$ cat config.mk
export PLATFORM = sky130hd
export DESIGN_NAME = loba_mult_pipe
export DESIGN_NICKNAME = d
export VERILOG_FILES = /design/src/rtl/loba_mult_pipe.sv
export SDC_FILE = /design/constraint.sdc
export NUM_CORES = 1
export LEC_CHECK = 0
export BUFFER_PORTS_ARGS = -buffer_cell sky130_fd_sc_hd__buf_2
export CORE_MARGIN = 2
export CORE_UTILIZATION = 60
export CTS_CLUSTER_DIAMETER = 80
export CTS_CLUSTER_SIZE = 12
export DETAILED_ROUTE_END_ITERATION = 7
export PLACE_DENSITY = 0.8
export SLEW_MARGIN = 0
export SYNTH_ARGS = -nofsm -noshare
export SYNTH_HDL_FRONTEND = slang
export SYNTH_HIERARCHICAL = 1
export SYNTH_SLANG_ARGS = --single-unit
export TNS_END_PERCENT = 5
$ cat constraint.sdc
create_clock -name clk -period 7.2 [get_ports clk]
set_input_delay 0 -clock clk [delete_from_list [all_inputs] [get_ports clk]]
set_output_delay 0 -clock clk [all_outputs]
set_load 0.005 [all_outputs]
$ cat src/rtl/loba_mult_pipe.sv
// Leading-one-based approximate multiplier, 3-stage valid/ready pipeline with global stall.
// Optional macro LOBA_OPCOUNT_EN adds the 16-bit accepted-output counter op_count.

module loba_split #(
    parameter int N  = 16,
    parameter int W  = 4,
    parameter int KW = $clog2(N)
) (
    input  logic [N-1:0]  x,
    output logic [W-1:0]  xh,
    output logic [KW-1:0] kh,
    output logic [W-1:0]  xl,
    output logic [KW-1:0] kl
);
    localparam logic [N-1:0] SEG_ONES = {{(N-W){1'b0}}, {W{1'b1}}};

    // Low bit position of the W-bit window under the leading one; 0 when the
    // value fits entirely in the bottom window (including zero).
    function automatic int seg_pos(input logic [N-1:0] v);
        int k;
        k = 0;
        for (int i = 0; i < N; i++)
            if (v[i]) k = i;
        return (k >= W-1) ? k - (W-1) : 0;
    endfunction

    always_comb begin
        int ph, pl;
        logic [N-1:0] r;
        ph = seg_pos(x);
        r  = x & ~(SEG_ONES << ph);
        pl = seg_pos(r);
        xh = W'(x >> ph);
        kh = KW'(ph + W - 1);
        xl = W'(r >> pl);
        kl = KW'(pl + W - 1);
    end
endmodule

module loba_mult_pipe #(
    parameter int N = 16,
    parameter int W = 4
) (
    input  logic           clk,
    input  logic           rst_n,
    input  logic           in_valid,
    output logic           in_ready,
    input  logic [N-1:0]   a,
    input  logic [N-1:0]   b,
    input  logic           mode,
    output logic           out_valid,
    input  logic           out_ready,
`ifdef LOBA_OPCOUNT_EN
    output logic [15:0]    op_count,
`endif
    output logic [2*N-1:0] p
);
    localparam int KW     = $clog2(N);
    localparam int SW     = $clog2(2*N) + 1;
    localparam int STAGES = 3;
    localparam int NT     = 3;   // terms: 0 = Ah*Bh, 1 = Ah*Bl, 2 = Al*Bh

    logic [STAGES:1] vld_pipe;
    logic            stall, adv;

    assign stall     = vld_pipe[STAGES] && !out_ready;
    assign adv       = !stall;
    assign in_ready  = rst_n && !stall;
    assign out_valid = vld_pipe[STAGES];

    // Operand lanes: index 0 = a, 1 = b
    logic [1:0][N-1:0]  op;
    logic [1:0][W-1:0]  seg_h, seg_l;
    logic [1:0][KW-1:0] k_h, k_l;

    assign op = {b, a};

    for (genvar g = 0; g < 2; g++) begin : g_op
        loba_split #(.N(N), .W(W), .KW(KW)) u_split (
            .x  (op[g]),
            .xh (seg_h[g]),
            .kh (k_h[g]),
            .xl (seg_l[g]),
            .kl (k_l[g])
        );
    end

    logic [1:0][W-1:0]  s1_h, s1_l;
    logic [1:0][KW-1:0] s1_kh, s1_kl;
    logic               s1_mode;

    logic [NT-1:0][2*W-1:0] s2_pp;
    logic [NT-1:0][SW-1:0]  s2_sh;

    function automatic logic [SW-1:0] shamt(input logic [KW-1:0] kx, input logic [KW-1:0] ky);
        return SW'(int'(kx) + int'(ky) - 2*(W-1));
    endfunction

    logic [2*N-1:0] sum;

    always_comb begin
        sum = '0;
        for (int t = 0; t < NT; t++)
            sum = sum + ((2*N)'(s2_pp[t]) << s2_sh[t]);
    end

    always_ff @(posedge clk or negedge rst_n) begin
        if (!rst_n) begin
            vld_pipe <= '0;
            s1_h     <= '0;
            s1_l     <= '0;
            s1_kh    <= '0;
            s1_kl    <= '0;
            s1_mode  <= 1'b0;
            s2_pp    <= '0;
            s2_sh    <= '0;
            p        <= '0;
        end else if (adv) begin
            vld_pipe <= {vld_pipe[STAGES-1:1], in_valid && in_ready};
            s1_h     <= seg_h;
            s1_l     <= seg_l;
            s1_kh    <= k_h;
            s1_kl    <= k_l;
            s1_mode  <= mode;
            s2_pp[0] <= s1_h[0] * s1_h[1];
            s2_sh[0] <= shamt(s1_kh[0], s1_kh[1]);
            // Cross terms are zeroed in one-term mode so S3 always sums all three.
            s2_pp[1] <= s1_mode ? s1_h[0] * s1_l[1] : '0;
            s2_sh[1] <= shamt(s1_kh[0], s1_kl[1]);
            s2_pp[2] <= s1_mode ? s1_l[0] * s1_h[1] : '0;
            s2_sh[2] <= shamt(s1_kl[0], s1_kh[1]);
            p        <= sum;
        end
    end

`ifdef LOBA_OPCOUNT_EN
    always_ff @(posedge clk or negedge rst_n) begin
        if (!rst_n)                      op_count <= '0;
        else if (out_valid && out_ready) op_count <= op_count + 16'd1;
    end
`endif
endmodule

* After elaboration in Yosys (flattened, before gate mapping) *
Index checks and enable logic that the tools add are counted.

word-level totals
  output and inout bits = 34
  register bits after elaboration = 110

operators by class
  magnitude comparators = 4
  shift-type cells = 9
  bitwise logic cells = 4
  add/sub/neg operators = 20
  multipliers = 3
  reductions and logical operators = 5
  mux-type cells = 66

operator list
  cell                                                                   count
  32-bit two-way mux                                                     4
  4-bit two-way mux                                                      32
  16-bit by 32-bit right shift with 4-bit output                         4
  8-bit by 6-bit left shift with 32-bit output                           3
  32-bit adder                                                           2
  4-bit by 32-bit left shift with 16-bit output, first input constant    2
  3-bit two-way mux                                                      16
  16-bit AND                                                             2
  16-bit inverter                                                        2
  4-bit by 4-bit multiplier with 8-bit output                            3
  4-bit by 2-bit subtractor with 5-bit output, second input constant     4
  5-bit by 3-bit subtractor with 6-bit output, second input constant     3
  4-bit adder, second input constant                                     4
  4-bit by 2-bit >= comparator with 1-bit output, second input constant  4
  2-bit two-way mux                                                      8
  8-bit two-way mux                                                      2
  4-bit by 2-bit subtractor with 4-bit output, second input constant     4
  4-bit by 4-bit adder with 5-bit output                                 3
  1-bit two-way mux                                                      4
  1-bit logical AND                                                      3
  1-bit logical NOT                                                      2

* Longest topological paths before layout *
  depth after elaboration = 39
  gate-level depth with buffers = 27
  depth with buffers taken out = 24

* Modules after synthesis *
Netlist, hierarchy kept.

by module, submodules not included
  module          cells each  times used  area each (µm²)
  loba_mult_pipe  1283        1           10279.9
  loba_split      330         2           2102.0

* Worst setup path before layout *
OpenSTA, ideal clock, no wires.

  path type = input -> register
  from = input port a[7]
  to = register s1_l[1] in the netlist's numbering
  slack = 2435 ps
  arrival time = 4648 ps
  path buffers = 4
  setup time = 117 ps
  data required time = 7083 ps
  stages = 25
  cells stage by stage = clkbuf_1 > or3_1 > o211ai_1 > nand2_1 > ha_1 > clkbuf_1 > nor2_1 > a31oi_1 > o21ai_0 > a21boi_0 > o21ai_0 > a31oi_1 > a41o_1 > buf_6 > buf_2 > a21oi_1 > ha_1 > nor2b_1 > a21boi_1 > o22ai_1 > nor2_1 > a211oi_1 > a311o_1 > nand2_1 > nand2_1

RTL lines
  what                  line  RTL
  start, declared       48    input logic [N-1:0] a,
  end signal, assigned  121   s1_l <= seg_l;
  end, declared         88    logic [1:0][W-1:0] s1_h, s1_l;

==> flow_results.org <==
** Logic synthesis
- The synthesized netlist occupies a cell area of approximately 0.014 mm2.
- Synth Flop Type :: dfrtp_1
- Syn nets :: 2126
- Area leader, netlist :: dfrtp_1
- In this run the biggest area consumer among cell types represents between 10% and 20% of the synthesized area.
- Count of yosys warnings during synthesis :: 6
- Async S/R FF share, synth :: 100%
- Yosys attributes the largest share of cell area to dfrtp_1 (19%), nand2_1 (9.6%), ha_1 (8.6%), fa_1 (6.5%), mux2i_1 (4.4%).
- Number of synthesized flops with an enable pin :: 0
- Mean instance size in the synthesized netlist :: approximately 7.5 um2
- Sequential share of the synthesized area :: between 10% and 20%
- Count of different cell masters after synthesis :: 86
- The synthesized design contains 110 register bits.
- Synthesis produced a netlist whose cell count is 1943.

** Pwr
- Clock network fraction of total power :: a little under an eighth
- IR analysis of the VDD net gives a maximum drop of about 0.15 mV.
- For this design the total switching power over the nets is between 2 and 2.5 mW.
- Part of the total power dissipated in sequential elements :: 24.5%
- Power per cell area :: ~310 mW/mm2
- In this run the static leakage power is ~7.3 nW.
- Combinational cells account for a little under two thirds of the total power.
- The internal power of the cells totals ~2.3 mW.
- Switching part of the total :: 50.1%

** Placement
- The HPWL after detailed placement is between 30000 and 40000 um.
- The placed instances occupy a cell area of 0.0147 mm2.
- Placer congestion estimate :: ~1.0
- Worst slack after detailed placement :: 1.25 ns
- In this run the tool buffered the top-level ports with 70 buffer cells.

** CTS
- Total clock buffers created by CTS :: 9
- In this run the clock root is driven by a clkbuf_16.
- Number of H-tree branching levels :: 3
- The clock reaches the later pin of the worst-skew pair after roughly 0.38 ns.
- CTS tree :: done
- In this run the post-CTS setup repair buffer count came out at 0.
- Clock sink total :: 110
- Number of buffers on the longest clock path :: 2
- After clock tree synthesis, the clock-pin slew on the worst setup and hold paths is around 0.080 ns.

** Routing
- The first detailed-routing pass took 7 iterations.
- The routed layout has ~14000 vias.
- The count of nets left with antenna violations once routing finished came out at 0.
- Detail-routed net length per standard cell :: roughly 18 um
- DRT Wirelength :: 40200 um
- Total DRC errors in the routed layout :: 0
- For this block, the initial DRC count from the detailed router was between 900 and 1000.
- Average via count per standard cell :: between 6 and 7

** Die
- In this run the core area contains 56 standard-cell rows.
- The die covers between 0.02 and 0.03 mm2.
- a little over 70 I/O pins were placed.
- Std-Cell Core Area :: 0.0236 mm2
- In this run the horizontal extent of the chip is around 160 um.
- From bottom edge to top edge, the die measures approximately 160 um.
- Starting density of the core :: about three fifths

** Global route
- Number of global-route vias before repair :: between 10000 and 15000
- In the global route stage, met1 resource usage came out at a little under two fifths.
- Global routing met2 resource utilization :: between 50 and 60%
- GRT Overall Usage :: a little under a third
- Antenna violations before repair :: 0
- After global routing, the most crowded layer is met2.
- Summed over all layers, the global routing overflow is 0.
- Entering global routing, the biggest net connects 95 pins.
- Global-route wire length before repair :: roughly 66000 um
- Met3 Use GR :: 3.33%

** Critical path
- Cell-by-cell trace of the critical path :: buf_2 -> inv_1 -> a211oi_1 -> o211ai_1 -> nand2_1 -> ha_1 -> and3_1 -> o21ai_0 -> o21ai_0 -> a21boi_0 -> o21ai_0 -> a31oi_1 -> a41o_1 -> ha_1 -> o21a_1 -> o22ai_1 -> o21ai_1 -> a21oi_1 -> a221o_1 -> nand2_1 -> nand2_1
- FF-to-FF path depth :: 15
- R2R Path Start :: s2_sh[6]
- STA classifies the critical path endpoint as a flop.
- The worst setup path is of the primary input to flop kind.
- The worst setup path is launched from a primary input.
- Data on the critical path arrives at its endpoint at just over 6 ns.
- On the critical path, the stage with the largest delay is an instance of a21boi_0.
- Setup slack on the worst reg-to-reg path comes out at about 2.3 ns.
- The number of buffers and inverters on the critical path is 2.
- In this design, the largest share of critical-path delay is due to compound AO/OA/AOI/OAI gates.
- Data required time of the critical path :: roughly 7.5 ns
- For this run, the slowest stage of the critical path takes ~0.7 ns.
- In this run the critical register-to-register path is captured at p[18].
- Along the worst path, the maximum fanout reaches 22.

** Timing
- Slew at the pin with the worst max-slew slack :: between 0.9 and 1 ns
- Worst-case clock skew :: approximately 0.017 ns
- TNS Setup :: 0 ns
- The final count of pins violating max slew was 0.
- Final Worst Setup Slack :: about 1.4 ns
- Setup violators final :: 0
- Headroom to the max-slew limit came out at a little over a third.
- After layout, the worst path uses 81.0% of the clock period.
- The count of endpoints failing hold in the final timing report was 0.
- For this run, the top clock speed supported by timing is approximately 170 MHz.
- Clock period minus worst slack :: roughly 6 ns
- Setup repair after global routing missed its margin :: false

** Finish
- Compared with the post-synthesis result, the final layout area differs by 4.11%.
- Commonest cells after routing, fill and taps aside :: nand2_1 (370), inv_1 (152), nor2_1 (133)
- Share of cells above drive strength 1 :: 8.93%
- After the last flow step, the layout net total stands at 2093.
- Post-layout instance area :: approximately 0.015 mm2
- The repair_antennas step left the layout with diodes totalling 0.
- Leaving out fill and tap cells, the most frequent cell in the layout is nand2_1.

** Status
- Result of the run :: finished clean

** Min path
- Min-Delay Path Class :: primary input to async pin

** Flow run
- Max-cap violations in this run came to 0.
[Yosys cell counts (16+ instances only)]
master,count
o22ai_1,43
nor2_1,133
and2_1,36
fa_1,47
mux2i_1,64
o21ai_1,16
o211ai_1,19
nand2b_1,44
nand3_1,40
a211oi_1,26
dfrtp_1,110
nand2_1,370
nor3_1,45
xnor2_1,25
inv_1,152
clkbuf_1,79
buf_1,18
o21ai_0,91
a31oi_1,31
ha_1,99
a21oi_1,104
mux2_2,23
a21o_1,26
[cell type report]
cell class	instances	area, um2
clock buffer	10	229
clock inverter	6	91.3
fill	2118	8530
inverter	157	614
multi-input combinational	1547	10500
sequential	110	2750
tap	319	399
timing repair buffer	85	473
[sequential cells by signal, indices dropped and copies added, names as in the netlist]
signal / cells
p: 32
s1_h: 8
s1_kh: 8
s1_kl: 8
s1_l: 8
s1_mode: 1
s2_pp: 24
s2_sh: 18
vld_pipe: 3
[metrics by stage]
stage	total power, mW	hold WS (ns)	std cells	util (%)
floorplan	3.38	-0.296	1943	-
global placement	3.98	-0.00518	2215	62.4
detailed placement	4.05	-0.000766	2215	62.4
CTS	4.63	0.141	2234	63.9
global route	5.08	0.185	2234	63.9
finish	4.66	0.120	2234	63.9
[timing repair]
item | 4_1_cts | 5_1_grt
hold buffers | 3 | 0
resized for setup | 0 | 0
hold endpoints to repair | 40 | 0
[kinds of logic (layout without fill, tap and decap cells)]
kind of cell             after synthesis  count (layout)  synth area share [%]
AND/OR/NAND/NOR                      792             792                  25.9
AO/OA/AOI/OAI                        475             475                  21.9
buffers and inverters                286             258                  8.47
adder cells (fa/ha/maj)              146             146                  15.0
flip-flops                           110             110                  19.0
multiplexers                          94              94                  7.30
XOR/XNOR                              40              40                  2.42
[worst reg2reg max path: stages, from the launching register on]
cell       delay [ns]
dfrtp_1          0.65
mux2i_1          0.22
mux2_2           0.31
mux2_2           0.29
mux2i_1          0.26
nand2_1          0.16
fa_1             0.55
inv_1            0.04
ha_1             0.36
a21oi_1          0.24
o21ai_0          0.12
a21oi_1          0.41
o21bai_1         0.29
a221o_1          0.43
a2111oi_0        0.39
nand3b_1         0.16
[routing by layer]
metal | vias up | part of all wire [%] | routed length, um
met3 | 144 | 5.4 | 2160
met2 | 617 | 49 | 19800
met4 | 0 | 4.8 | 1930
met5 | - | 0 | 0
li1 | 6745 | - | -
met1 | 6546 | 41 | 16300
[worst max-delay path by stage]
stage | to | depth (start not counted) | slack, ns | start
floorplan | s1_l[1] | 25 | 2.43 | a[7]
global placement | s1_l[0] | 20 | 1.34 | a[7]
detailed placement | s1_l[0] | 20 | 1.25 | a[7]
CTS | s1_l[0] | 20 | 1.59 | a[7]
global route | s1_l[0] | 20 | 1.09 | a[7]
finish | s1_l[0] | 21 | 1.36 | a[11]
[power by group through the flow]
stage          Clock, mW  Sequential, mW  Combinational (mW)
4_1_cts            0.562            1.14                2.93
3_5_place_dp           0            1.16                2.90
5_1_grt            0.585            1.19                3.31
6_report           0.555            1.14                2.96
3_3_place_gp           0            1.14                2.83
2_1_floorplan          0           0.961                2.42
(Power assumes the default switching activity.)
